`config.mk`:
```
export PLATFORM = sky130hd
export DESIGN_NAME = ex_stage_mc_flat
export DESIGN_NICKNAME = d
export VERILOG_FILES = /design/src/rtl/ex_pkg.sv /design/src/rtl/ex_stage_mc_if.sv /design/src/rtl/ex_muldiv.sv /design/src/rtl/ex_stage_mc.sv /design/src/flat_wrapper.sv
export SDC_FILE = /design/constraint.sdc
export NUM_CORES = 1
export LEC_CHECK = 0
export BUFFER_PORTS_ARGS = -buffer_cell sky130_fd_sc_hd__buf_2
export CAP_MARGIN = 20
export CORE_UTILIZATION = 55
export CTS_CLUSTER_DIAMETER = 100
export CTS_CLUSTER_SIZE = 40
export DETAILED_ROUTE_END_ITERATION = 12
export HOLD_SLACK_MARGIN = 0.12
export PLACE_DENSITY = 0.84
export SLEW_MARGIN = 20
export SYNTH_ARGS = -nofsm -noshare
export SYNTH_HDL_FRONTEND = slang
export SYNTH_SLANG_ARGS = --single-unit
```
`constraint.sdc`:
```
create_clock -name clk -period 6.2 [get_ports clk]
set_clock_uncertainty 0.05 [all_clocks]
set_input_delay 1.55 -clock clk [delete_from_list [all_inputs] [get_ports clk]]
set_output_delay 1.55 -clock clk [all_outputs]
set_load 0.1 [all_outputs]
```
`src/rtl/ex_pkg.sv`:
```
// Shared opcodes, FSM state type and op-class helper for the execute stage.
package ex_pkg;

  localparam logic [4:0] EX_OP_ADD   = 5'b00000;
  localparam logic [4:0] EX_OP_SUB   = 5'b00001;
  localparam logic [4:0] EX_OP_AND   = 5'b00010;
  localparam logic [4:0] EX_OP_OR    = 5'b00011;
  localparam logic [4:0] EX_OP_XOR   = 5'b00100;
  localparam logic [4:0] EX_OP_SLL   = 5'b00101;
  localparam logic [4:0] EX_OP_SRL   = 5'b00110;
  localparam logic [4:0] EX_OP_SRA   = 5'b00111;
  localparam logic [4:0] EX_OP_SLT   = 5'b01000;
  localparam logic [4:0] EX_OP_SLTU  = 5'b01001;
  localparam logic [4:0] EX_OP_MUL   = 5'b10000;
  localparam logic [4:0] EX_OP_MULHU = 5'b10001;
  localparam logic [4:0] EX_OP_DIV   = 5'b10100;
  localparam logic [4:0] EX_OP_DIVU  = 5'b10101;
  localparam logic [4:0] EX_OP_REM   = 5'b10110;
  localparam logic [4:0] EX_OP_REMU  = 5'b10111;

  typedef enum logic [1:0] {
    IDLE = 2'd0,
    CALC = 2'd1,
    DONE = 2'd2
  } ex_mc_state_t;

  function automatic logic is_muldiv(input logic [4:0] op);
    return op inside {EX_OP_MUL, EX_OP_MULHU, EX_OP_DIV, EX_OP_DIVU, EX_OP_REM, EX_OP_REMU};
  endfunction

endpackage

```
`src/rtl/ex_stage_mc_if.sv`:
```
// Decode-side request and memory-side result handshake of the execute stage.
interface ex_stage_mc_if #(
  parameter int XLEN      = 32,
  parameter int REGADDR_W = 5
);
  logic                 in_valid;
  logic                 in_ready;
  logic [4:0]           alu_op;
  logic                 link_sel;
  logic [XLEN-1:0]      op1;
  logic [XLEN-1:0]      op2;
  logic [XLEN-1:0]      link_addr;
  logic [REGADDR_W-1:0] rd_i;
  logic                 wreg_i;
  logic                 out_valid;
  logic                 out_ready;
  logic [XLEN-1:0]      wdata_o;
  logic [REGADDR_W-1:0] rd_o;
  logic                 wreg_o;
  logic                 busy;

  modport slave (
    input  in_valid, alu_op, link_sel, op1, op2, link_addr, rd_i, wreg_i, out_ready,
    output in_ready, out_valid, wdata_o, rd_o, wreg_o, busy
  );

  modport master (
    output in_valid, alu_op, link_sel, op1, op2, link_addr, rd_i, wreg_i, out_ready,
    input  in_ready, out_valid, wdata_o, rd_o, wreg_o, busy
  );
endinterface

```
`src/rtl/ex_muldiv.sv`:
```
// Iterative unit: shift-add multiplier and restoring divider, one bit per cycle.
// start loads operands; done pulses during the final iteration, result is stable afterwards.
module ex_muldiv
  import ex_pkg::*;
#(
  parameter int XLEN = 32
) (
  input  logic            clk,
  input  logic            rst,
  input  logic            start,
  input  logic [2:0]      fn,
  input  logic [XLEN-1:0] op1,
  input  logic [XLEN-1:0] op2,
  output logic            done,
  output logic [XLEN-1:0] result
);

  localparam int CNT_W = $clog2(XLEN);

  logic              run_q, run_d;
  logic [CNT_W-1:0]  cnt_q, cnt_d;
  logic              div_q, div_d;
  logic              hi_sel_q, hi_sel_d;
  logic              sgn_q, sgn_d;
  logic              qneg_q, qneg_d;
  logic              rneg_q, rneg_d;
  logic              dz_q, dz_d;
  logic [XLEN-1:0]   dvs_q, dvs_d;
  logic [2*XLEN-1:0] acc_q, acc_d;

  logic            sa, sb;
  logic [XLEN-1:0] mag1, mag2;
  logic [XLEN:0]   mul_sum, rem_sh, diff;
  logic [XLEN-1:0] quo, rem;

  always_comb begin
    run_d    = run_q;
    cnt_d    = cnt_q;
    div_d    = div_q;
    hi_sel_d = hi_sel_q;
    sgn_d    = sgn_q;
    qneg_d   = qneg_q;
    rneg_d   = rneg_q;
    dz_d     = dz_q;
    dvs_d    = dvs_q;
    acc_d    = acc_q;

    sa   = op1[XLEN-1] & ~fn[0];
    sb   = op2[XLEN-1] & ~fn[0];
    mag1 = sa ? -op1 : op1;
    mag2 = sb ? -op2 : op2;

    // acc holds {hi, lo}: {product high, multiplier} or {partial remainder, quotient}
    mul_sum = {1'b0, acc_q[2*XLEN-1:XLEN]} + (acc_q[0] ? {1'b0, dvs_q} : {(XLEN+1){1'b0}});
    rem_sh  = acc_q[2*XLEN-1:XLEN-1];
    diff    = rem_sh - {1'b0, dvs_q};

    if (start) begin
      run_d    = 1'b1;
      cnt_d    = CNT_W'(XLEN-1);
      div_d    = fn[2];
      hi_sel_d = fn[2] ? fn[1] : fn[0];
      sgn_d    = fn[2] & ~fn[0];
      qneg_d   = sa ^ sb;
      rneg_d   = sa;
      dz_d     = (op2 == '0);
      if (fn[2]) begin
        dvs_d = mag2;
        acc_d = {{XLEN{1'b0}}, mag1};
      end else begin
        dvs_d = op1;
        acc_d = {{XLEN{1'b0}}, op2};
      end
    end else if (run_q) begin
      if (div_q) begin
        if (diff[XLEN]) acc_d = {rem_sh[XLEN-1:0], acc_q[XLEN-2:0], 1'b0};
        else            acc_d = {diff[XLEN-1:0], acc_q[XLEN-2:0], 1'b1};
      end else begin
        acc_d = {mul_sum, acc_q[XLEN-1:1]};
      end
      if (cnt_q == '0) run_d = 1'b0;
      else             cnt_d = cnt_q - 1'b1;
    end
  end

  always_ff @(posedge clk) begin
    if (!rst) begin
      run_q    <= 1'b0;
      cnt_q    <= '0;
      div_q    <= 1'b0;
      hi_sel_q <= 1'b0;
      sgn_q    <= 1'b0;
      qneg_q   <= 1'b0;
      rneg_q   <= 1'b0;
      dz_q     <= 1'b0;
      dvs_q    <= '0;
      acc_q    <= '0;
    end else begin
      run_q    <= run_d;
      cnt_q    <= cnt_d;
      div_q    <= div_d;
      hi_sel_q <= hi_sel_d;
      sgn_q    <= sgn_d;
      qneg_q   <= qneg_d;
      rneg_q   <= rneg_d;
      dz_q     <= dz_d;
      dvs_q    <= dvs_d;
      acc_q    <= acc_d;
    end
  end

  assign done = run_q && (cnt_q == '0);
  assign quo  = acc_q[XLEN-1:0];
  assign rem  = acc_q[2*XLEN-1:XLEN];

  // signed divide-by-zero is the only case sign correction gets wrong (negative dividend)
  always_comb begin
    if (!div_q)                result = hi_sel_q ? rem : quo;
    else if (hi_sel_q)         result = (sgn_q && rneg_q) ? -rem : rem;
    else if (sgn_q && dz_q)    result = '1;
    else                       result = (sgn_q && qneg_q) ? -quo : quo;
  end

endmodule

```
`src/rtl/ex_stage_mc.sv`:
```
// Execute stage: single-cycle ALU, optional iterative MUL/DIV, one registered result stage.
// EX_MULDIV_EN enables the MUL/DIV family; without it those codes behave as undefined ops.
//   state | meaning
//   IDLE  | accepting ops; single-cycle results load on the accept edge
//   CALC  | ex_muldiv iterating, input held off
//   DONE  | waiting for the output register to be free, then loads the MUL/DIV result
module ex_stage_mc
  import ex_pkg::*;
#(
  parameter int XLEN      = 32,
  parameter int REGADDR_W = 5
) (
  input  logic          clk,
  input  logic          rst,
  ex_stage_mc_if.slave  ex
);

  localparam int SH_W = $clog2(XLEN);

  logic                 out_valid_q, out_valid_d;
  logic [XLEN-1:0]      wdata_q, wdata_d;
  logic [REGADDR_W-1:0] rd_q, rd_d;
  logic                 wreg_q, wreg_d;
  logic                 busy;

  logic [XLEN-1:0] alu_res;
  logic            alu_def;
  logic [SH_W-1:0] shamt;
  logic [XLEN-1:0] single_res;
  logic            single_w;
  logic            accept;
  logic            out_free;

  assign shamt = ex.op2[SH_W-1:0];

  always_comb begin
    alu_res = '0;
    alu_def = 1'b1;
    case (ex.alu_op)
      EX_OP_ADD:  alu_res = ex.op1 + ex.op2;
      EX_OP_SUB:  alu_res = ex.op1 - ex.op2;
      EX_OP_AND:  alu_res = ex.op1 & ex.op2;
      EX_OP_OR:   alu_res = ex.op1 | ex.op2;
      EX_OP_XOR:  alu_res = ex.op1 ^ ex.op2;
      EX_OP_SLL:  alu_res = ex.op1 << shamt;
      EX_OP_SRL:  alu_res = ex.op1 >> shamt;
      EX_OP_SRA:  alu_res = $signed(ex.op1) >>> shamt;
      EX_OP_SLT:  alu_res = {{(XLEN-1){1'b0}}, ($signed(ex.op1) < $signed(ex.op2))};
      EX_OP_SLTU: alu_res = {{(XLEN-1){1'b0}}, (ex.op1 < ex.op2)};
      default:    alu_def = 1'b0;
    endcase
  end

  // a link write wins over the op code, so JAL/JALR never start the iterative unit
  assign single_res = ex.link_sel ? ex.link_addr : (alu_def ? alu_res : '0);
  assign single_w   = ex.wreg_i && (ex.link_sel || alu_def);

  assign ex.in_ready = !busy && (!out_valid_q || ex.out_ready);
  assign accept      = ex.in_valid && ex.in_ready;
  assign out_free    = !out_valid_q || ex.out_ready;

`ifdef EX_MULDIV_EN
  ex_mc_state_t         state_q, state_d;
  logic [REGADDR_W-1:0] pend_rd_q, pend_rd_d;
  logic                 pend_w_q, pend_w_d;
  logic                 busy_q, busy_d;
  logic                 md_start;
  logic                 md_done;
  logic [XLEN-1:0]      md_result;

  assign md_start = accept && !ex.link_sel && is_muldiv(ex.alu_op);
  assign busy     = busy_q;

  ex_muldiv #(.XLEN(XLEN)) u_muldiv (
    .clk    (clk),
    .rst    (rst),
    .start  (md_start),
    .fn     (ex.alu_op[2:0]),
    .op1    (ex.op1),
    .op2    (ex.op2),
    .done   (md_done),
    .result (md_result)
  );

  always_comb begin
    out_valid_d = out_valid_q;
    wdata_d     = wdata_q;
    rd_d        = rd_q;
    wreg_d      = wreg_q;
    state_d     = state_q;
    pend_rd_d   = pend_rd_q;
    pend_w_d    = pend_w_q;
    if (out_valid_q && ex.out_ready) out_valid_d = 1'b0;
    case (state_q)
      IDLE: begin
        if (md_start) begin
          state_d   = CALC;
          pend_rd_d = ex.rd_i;
          pend_w_d  = ex.wreg_i;
        end else if (accept) begin
          out_valid_d = 1'b1;
          wdata_d     = single_res;
          rd_d        = ex.rd_i;
          wreg_d      = single_w;
        end
      end
      CALC: if (md_done) state_d = DONE;
      DONE: begin
        if (out_free) begin
          out_valid_d = 1'b1;
          wdata_d     = md_result;
          rd_d        = pend_rd_q;
          wreg_d      = pend_w_q;
          state_d     = IDLE;
        end
      end
      default: state_d = IDLE;
    endcase
    busy_d = (state_d != IDLE);
  end

  always_ff @(posedge clk) begin
    if (!rst) begin
      state_q     <= IDLE;
      busy_q      <= 1'b0;
      pend_rd_q   <= '0;
      pend_w_q    <= 1'b0;
      out_valid_q <= 1'b0;
      wdata_q     <= '0;
      rd_q        <= '0;
      wreg_q      <= 1'b0;
    end else begin
      state_q     <= state_d;
      busy_q      <= busy_d;
      pend_rd_q   <= pend_rd_d;
      pend_w_q    <= pend_w_d;
      out_valid_q <= out_valid_d;
      wdata_q     <= wdata_d;
      rd_q        <= rd_d;
      wreg_q      <= wreg_d;
    end
  end
`else
  assign busy = 1'b0;

  always_comb begin
    out_valid_d = out_valid_q;
    wdata_d     = wdata_q;
    rd_d        = rd_q;
    wreg_d      = wreg_q;
    if (out_valid_q && ex.out_ready) out_valid_d = 1'b0;
    if (accept) begin
      out_valid_d = 1'b1;
      wdata_d     = single_res;
      rd_d        = ex.rd_i;
      wreg_d      = single_w;
    end
  end

  always_ff @(posedge clk) begin
    if (!rst) begin
      out_valid_q <= 1'b0;
      wdata_q     <= '0;
      rd_q        <= '0;
      wreg_q      <= 1'b0;
    end else begin
      out_valid_q <= out_valid_d;
      wdata_q     <= wdata_d;
      rd_q        <= rd_d;
      wreg_q      <= wreg_d;
    end
  end
`endif

  assign ex.out_valid = out_valid_q;
  assign ex.wdata_o   = wdata_q;
  assign ex.rd_o      = rd_q;
  assign ex.wreg_o    = wreg_q;
  assign ex.busy      = busy;

endmodule
```
`src/flat_wrapper.sv`:
```
// flat-port wrapper written by rule: the top's interface ports become plain ports
module ex_stage_mc_flat import ex_pkg::*;
#(
  parameter int XLEN      = 32,
  parameter int REGADDR_W = 5
)
  (clk, rst, ex_in_valid, ex_alu_op, ex_link_sel, ex_op1, ex_op2, ex_link_addr, ex_rd_i, ex_wreg_i, ex_out_ready, ex_in_ready, ex_out_valid, ex_wdata_o, ex_rd_o, ex_wreg_o, ex_busy);
  ex_stage_mc_if #(.XLEN(XLEN), .REGADDR_W(REGADDR_W)) ex_i ();
  input  logic clk;
  input  logic rst;
  input wire logic [$bits(ex_i.in_valid)-1:0] ex_in_valid;
  input wire logic [$bits(ex_i.alu_op)-1:0] ex_alu_op;
  input wire logic [$bits(ex_i.link_sel)-1:0] ex_link_sel;
  input wire logic [$bits(ex_i.op1)-1:0] ex_op1;
  input wire logic [$bits(ex_i.op2)-1:0] ex_op2;
  input wire logic [$bits(ex_i.link_addr)-1:0] ex_link_addr;
  input wire logic [$bits(ex_i.rd_i)-1:0] ex_rd_i;
  input wire logic [$bits(ex_i.wreg_i)-1:0] ex_wreg_i;
  input wire logic [$bits(ex_i.out_ready)-1:0] ex_out_ready;
  output wire logic [$bits(ex_i.in_ready)-1:0] ex_in_ready;
  output wire logic [$bits(ex_i.out_valid)-1:0] ex_out_valid;
  output wire logic [$bits(ex_i.wdata_o)-1:0] ex_wdata_o;
  output wire logic [$bits(ex_i.rd_o)-1:0] ex_rd_o;
  output wire logic [$bits(ex_i.wreg_o)-1:0] ex_wreg_o;
  output wire logic [$bits(ex_i.busy)-1:0] ex_busy;
  assign ex_i.in_valid = ex_in_valid;
  assign ex_i.alu_op = ex_alu_op;
  assign ex_i.link_sel = ex_link_sel;
  assign ex_i.op1 = ex_op1;
  assign ex_i.op2 = ex_op2;
  assign ex_i.link_addr = ex_link_addr;
  assign ex_i.rd_i = ex_rd_i;
  assign ex_i.wreg_i = ex_wreg_i;
  assign ex_i.out_ready = ex_out_ready;
  assign ex_in_ready = ex_i.in_ready;
  assign ex_out_valid = ex_i.out_valid;
  assign ex_wdata_o = ex_i.wdata_o;
  assign ex_rd_o = ex_i.rd_o;
  assign ex_wreg_o = ex_i.wreg_o;
  assign ex_busy = ex_i.busy;
  ex_stage_mc #(.XLEN(XLEN), .REGADDR_W(REGADDR_W)) u_core (.clk(clk), .rst(rst), .ex(ex_i));
endmodule
```
=== Yosys cells after proc, flatten, opt, wreduce, memory -nomap -nowiden ===
Index checks and enable logic that the tools add are counted.

* $add $sub $neg: 2
* Magnitude comparators: 2
* Equality and inequality tests: 9
* Shift operators: 3
* Multiplexer cells: 6
* Bitwise logic cells: 3
* Reduce and logical (&&, ||, !) cells: 9

{| class="wikitable"
|+ Operator list
! cell !! count
|-
| one-hot mux 32 bit (10 select lines) || 1
|-
| < comparator 32 bit || 2
|-
| two-way mux 32 bit || 2
|-
| adder 32 bit || 1
|-
| bitwise AND 32 bit || 1
|-
| OR 32 bit || 1
|-
| << shifter 32 x 5 -> 32 bit || 1
|-
| >> shifter 32 x 5 -> 32 bit || 1
|-
| >>> shifter 32 x 5 -> 32 bit || 1
|-
| subtractor 32 bit || 1
|-
| bitwise XOR 32 bit || 1
|-
| == test 5 x 3 -> 1 bit (second input constant) || 4
|-
| == test 5 x 2 -> 1 bit (second input constant) || 2
|-
| == test 5 x 4 -> 1 bit (second input constant) || 2
|-
| OR reduction 10 bit || 1
|-
| == test 5 x 1 -> 1 bit (second input constant) || 1
|-
| logical NOT 5 bit || 1
|-
| logical AND 1 bit || 3
|-
| two-way mux 1 bit || 3
|-
| logical OR 1 bit || 2
|-
| nonzero test 2 bit || 1
|-
| logical NOT 1 bit || 1
|}

* Bits in registers: 39
* Output and inout port bits: 41

=== Depth between registers and ports, before layout ===
* Word-level depth: 5
* Depth in mapped cells: 15
* Mapped depth without buffers: 13

=== Worst setup path before layout ===
Ideal clock, no wire load.

* Path type: input-to-reg
* From: input ex_op2[2]
* To: register u_core.wdata_q[26] (netlist: u_core.ex.wdata_o[26])
* Data arrival time: 4.884 ns
* Required time: 6.027 ns
* Slack: 1.143 ns
* Cell stages on the path: 14
* Buffers on the path: 3
* Cells stage by stage: inv_1 -> buf_1 -> buf_2 -> clkbuf_1 -> ha_1 -> or3b_4 -> a31oi_4 -> o21ai_1 -> o311a_4 -> o31ai_4 -> o31ai_1 -> mux2_1 -> a21oi_1 -> a21oi_1

* Word-level cells in the longest chain between the ends: 4
* Elaborated cells between the ends (all ways): 8
* Those cells by class: add/sub (2); shift (3); mux (3)

{| class="wikitable"
|+ Ends and longest elaborated chain
! item !! RTL line !! text
|-
| from (decl) || flat_wrapper.sv:15 || <nowiki>input wire logic [$bits(ex_i.op2)-1:0] ex_op2;</nowiki>
|-
| subtractor 32 bit, or another cell as far along || ex_stage_mc.sv:41 || <nowiki>EX_OP_SUB: alu_res = ex.op1 - ex.op2;</nowiki>
|-
| one-hot mux 32 bit (10 select lines) (*) || ex_stage_mc.sv:39 || <nowiki>case (ex.alu_op)</nowiki>
|-
| two-way mux 32 bit (*) (2 in series) || ex_stage_mc.sv:55 || <nowiki>assign single_res = ex.link_sel ? ex.link_addr : (alu_def ? alu_res : '0);</nowiki>
|-
| to (signal assigned) || ex_stage_mc.sv:168 || <nowiki>wdata_q <= wdata_d;</nowiki>
|-
| to (decl) || ex_stage_mc.sv:21 || <nowiki>logic [XLEN-1:0] wdata_q, wdata_d;</nowiki>
|}

Every way passes the cells marked *; elsewhere a longest branch is shown, timed or not.
A chain may end at the register's enable or synchronous reset.

=== Worst setup path in the final report ===
* From: input ex_op2[3]
* To: register u_core.wdata_q[29] (netlist: u_core.ex.wdata_o[29])

Same word-level chain as after synthesis.

==> summary.md <==
| Metric | Value |
|---|---|
| Status | complete, no violations |
| Fraction of final layout cells sized beyond drive strength 1 | 0.184 |
| Proportion of synthesized chip area in sequential cells | 0.0748 |
| Vias | around 13000 |
| Post-synthesis average cell area | between 7 and 8 um^2 |
| Area growth, synth to finish | 8.74% |
| CTS H-tree lvls | 2 |
| Syn Std Cell Area | 10400 um^2 |
| Buffers inserted by post-CTS timing repair | 0 |
| Final Max Tran Viols | 0 |
| Average via count per standard cell | 7.52 |
| MaxCap Viol Count | 0 |
| Count of standard-cell rows | 49 |
| Reg2Reg Launch Point | u_core.ex.out_valid |
| Chip height | 140 um |
| Combinational family with the most area after synthesis | compound AO/OA/AOI/OAI gates |
| Synthesized-area fraction occupied by xor and xnor cells | 0.0218 |
| Post-Synthesis Net Count | 1631 |
| Clock input transition at the sequential cells of the worst setup and hold paths | 0.07 ns |
| Initial antenna violation count | 3 |
| Routed wire per std cell | 28.4 um |
| Post-DRT Antenna Nets | 0 |
| Max_slew headroom | 0.230 |
| Share of synthesized cell area in and, or, nand and nor gates | 0.196 |
| Hold Path Cell Cnt | 2 |
| Top-level port count | 153 |
| CTS tree | done |
| Drt initial violations | 2032 |
| Core region area | 18300 um^2 |
| Top fanout value on the critical path | 39 |
| Largest net degree at the start of global routing | 72 |
| Leak pwr | between 4 and 5 nW |
| Crit path setup slack, layout | 1.22 ns |
| Die W | ~140 um |
| Number of clock buffers inserted by TritonCTS | 5 |
| Initial standard-cell utilization of the core | 0.571 |
| RSZ-0062 raised after global routing | no |
| Count of distinct cell types in the synthesized netlist | 88 |
| HPWL after detailed placement | 37500 um |
| Count of flip-flops with a built-in enable after synthesis | 0 |
| Share of flip-flops with an asynchronous set or reset after synthesis | 0 |
| Post_cts resized | 0 |
| TritonCTS Sinks | 39 |
| Crit start category | primary input |
| Min-Delay Startpoint | u_core.ex.rd_o[0] |
| P per Cell Area | 144 nW/um^2 |
| Arithmetic-cell share of the synthesized area counting full adders, half adders and majority gates | 0.124 |
| Post-route cell area | 11300 um^2 |
| Weighted congestion reported at the end of routability-driven placement | 1.12 |
| Number of hold buffers added after CTS | 0 |
| Cell at the root of the clock tree | sky130_fd_sc_hd__clkbuf_16 |
| Path class of the lowest-slack min-delay path | flip-flop to flip-flop |
| Vias in the first global route | 11700 |
| Compound-cell area share of the yosys netlist | 0.316 |
| # port buffers | 151 |
| Worst r2r path cells | 8 |
| Standard cell area after detailed placement | 11200 um^2 |
| Setup crit end kind | flip-flop |
| Global-route wire length before repair | 72800 um |
| Transition time at the pin with the least slew margin | 1.13 ns |
| DRC errors left | 0 |
| Placed Cells incl. Taps | 1715 |
| WL final | approximately 49000 um |
| Warning count from the yosys run | 0 |
| Area share of the largest cell type after synthesis | 0.132 |
| Slack of the worst reg-to-reg path | 3.61 ns |
| Top area cells in the synthesized netlist | sky130_fd_sc_hd__mux4_2 (13%), sky130_fd_sc_hd__ha_1 (12%), sky130_fd_sc_hd__dfxtp_1 (7.5%) |
| Longest Clk Path Bufs | 2 |
| Data required time at the worst endpoint | 6.39 ns |
| Gr ovfl total | 0 |
| Kind of critical path | primary input to flip-flop |
| Total Die Area | 19500 um^2 |
| Final worst-path cycle share | 0.804 |
| Total global routing track utilization | 0.495 |
| Maximum ir drop on the vdd rail | ~87 uV |
| Hold Crit Endpoint | u_core.ex.rd_o[0] |
| Filler cell count in the final layout | between 1500 and 2000 |
| Endpoint of the worst-slack reg-to-reg timing path | u_core.ex.wdata_o[26] |
| Post-Synthesis Cells | 1417 |
| Final standard cell count with taps included and fillers excluded | ~1700 |
| Fin crit period | about 5.0 ns |
| Net total in the final layout | 1707 |
| Fmax | 201 MHz |
| Clock insertion delay at the later pin of the skew report | 0.29 ns |
| Main flop type after synthesis | sky130_fd_sc_hd__dfxtp_1 |
| Total count of hold-check failures in the final report | 0 |
| Fin Setup TNS | 0 ns |
| Final setup violation count | 0 |
| Proportion of synthesized area in mux cells | 0.183 |
| Seq cells post-synth | 39 |
| Length of the first detailed-routing pass in iterations | 8 |
| Worst EP arrival | 5.17 ns |
| Library cell occupying the most area in the post-synthesis netlist | sky130_fd_sc_hd__mux4_2 |
| Worst slack, placed | 1.08 ns |
-- cell usage after synthesis, types with 9 or more instances --
cell,instances
sky130_fd_sc_hd__buf_1,13
sky130_fd_sc_hd__a211oi_1,18
sky130_fd_sc_hd__o221ai_1,10
sky130_fd_sc_hd__o21ai_1,18
sky130_fd_sc_hd__nand2b_1,13
sky130_fd_sc_hd__ha_1,100
sky130_fd_sc_hd__o21bai_1,10
sky130_fd_sc_hd__o21ai_0,81
sky130_fd_sc_hd__o211ai_1,35
sky130_fd_sc_hd__a221oi_1,34
sky130_fd_sc_hd__nand2_1,138
sky130_fd_sc_hd__o31ai_1,11
sky130_fd_sc_hd__or3_1,21
sky130_fd_sc_hd__o2111ai_1,13
sky130_fd_sc_hd__nand3_1,24
sky130_fd_sc_hd__a21o_1,16
sky130_fd_sc_hd__buf_2,23
sky130_fd_sc_hd__nor3_1,31
sky130_fd_sc_hd__xor2_1,11
sky130_fd_sc_hd__mux2_2,9
sky130_fd_sc_hd__a31oi_1,24
sky130_fd_sc_hd__nor2_1,148
sky130_fd_sc_hd__mux4_2,61
sky130_fd_sc_hd__o21a_1,10
sky130_fd_sc_hd__mux2i_1,37
sky130_fd_sc_hd__and3_1,9
sky130_fd_sc_hd__inv_1,93
sky130_fd_sc_hd__dfxtp_1,39
sky130_fd_sc_hd__a21oi_1,123
sky130_fd_sc_hd__xnor2_1,15
sky130_fd_sc_hd__clkbuf_1,66
-- kinds of logic (layout without fill, tap and decap cells) --
family,after synthesis,in the layout
xor+xnor,26,26
mux,110,110
buf+inv,210,287
compound gates,486,486
fa+ha+maj,102,102
flops,39,39
other cells,1,2
simple gates,443,443
-- layer usage --
layer  vias up  global-route usage  share of wire
met1      6031               0.639           0.37
li1       5469                   -              -
met4         4               0.294          0.075
met2      1181               0.716           0.41
met5         -                   0        0.00047
met3       280               0.161           0.15
-- cell type report --
type | count | area (um^2) | area share
multi-input cells | 1168 | 8780 | 0.774
diodes | 1 | 2.50 | 0.000221
inverters | 98 | 368 | 0.0324
flip-flops and latches | 39 | 781 | 0.0688
repair buffers | 181 | 983 | 0.0867
well taps | 229 | 287 | 0.0253
clock inverters | 1 | 5.00 | 0.000441
clock buffers | 7 | 133 | 0.0117
-- per-stage QoR --
stage,hold slack [ns],utilization,total power (W)
floorplan,0.836,-,0.00101
global placement,0.400,0.613,0.00132
detailed placement,0.406,0.613,0.00133
CTS,0.414,0.621,0.00159
global route,0.443,0.621,0.00169
finish,0.413,0.621,0.00164
-- sequential cells by signal, indices dropped and copies added, names as in the netlist --
signal,count
u_core.ex.wdata_o,32
u_core.ex.rd_o,5
u_core.ex.out_valid,1
u_core.ex.wreg_o,1
-- critical path: stages --
cell                        delay [ns]
sky130_fd_sc_hd__buf_2            0.10
sky130_fd_sc_hd__inv_1            0.14
sky130_fd_sc_hd__buf_4            0.49
sky130_fd_sc_hd__ha_1             0.31
sky130_fd_sc_hd__a2111oi_2        0.10
sky130_fd_sc_hd__a2111oi_2        0.55
sky130_fd_sc_hd__o21ai_1          0.24
sky130_fd_sc_hd__o211ai_1         0.64
sky130_fd_sc_hd__a31oi_1          0.27
sky130_fd_sc_hd__o21a_1           0.25
sky130_fd_sc_hd__o31ai_1          0.25
sky130_fd_sc_hd__o2111a_1         0.25
-- cells in the final DEF, fill, tap and decap left out, types with 13 or more instances in the layout --
cell	count
sky130_fd_sc_hd__mux2i_1	37
sky130_fd_sc_hd__o21ai_1	18
sky130_fd_sc_hd__o2111ai_1	13
sky130_fd_sc_hd__nor2_1	148
sky130_fd_sc_hd__dfxtp_1	39
sky130_fd_sc_hd__a211oi_1	18
sky130_fd_sc_hd__a21oi_1	123
sky130_fd_sc_hd__a31oi_1	24
sky130_fd_sc_hd__xnor2_1	15
sky130_fd_sc_hd__buf_2	150
sky130_fd_sc_hd__or3_1	21
sky130_fd_sc_hd__nor3_1	31
sky130_fd_sc_hd__o211ai_1	35
sky130_fd_sc_hd__a21o_1	16
sky130_fd_sc_hd__nand2b_1	13
sky130_fd_sc_hd__inv_1	92
sky130_fd_sc_hd__o21ai_0	81
sky130_fd_sc_hd__ha_1	100
sky130_fd_sc_hd__mux4_2	61
sky130_fd_sc_hd__buf_4	31
sky130_fd_sc_hd__nand2_1	138
sky130_fd_sc_hd__nand3_1	24
sky130_fd_sc_hd__a221oi_1	34
-- where the power goes --
part	switching (W)	internal (W)
sequential	0.0000122	0.000269
combinational	0.000749	0.000343
clock	0.000114	0.000149
total	0.000876	0.000761
-- worst max-delay path by stage --
| stage | start | end | slack, ns |
|---|---|---|---|
| after floorplan | ex_op2[2] | u_core.ex.wdata_o[26] | 1.14 |
| after global placement | ex_op2[0] | u_core.ex.wdata_o[30] | 1.20 |
| after detailed placement | ex_op2[3] | u_core.ex.wdata_o[29] | 1.08 |
| after CTS | ex_op2[0] | u_core.ex.wdata_o[30] | 1.39 |
| after global routing | ex_op2[0] | u_core.ex.wdata_o[30] | 1.09 |
| final | ex_op2[3] | u_core.ex.wdata_o[29] | 1.22 |
Power figures use the tool's default switching activity.
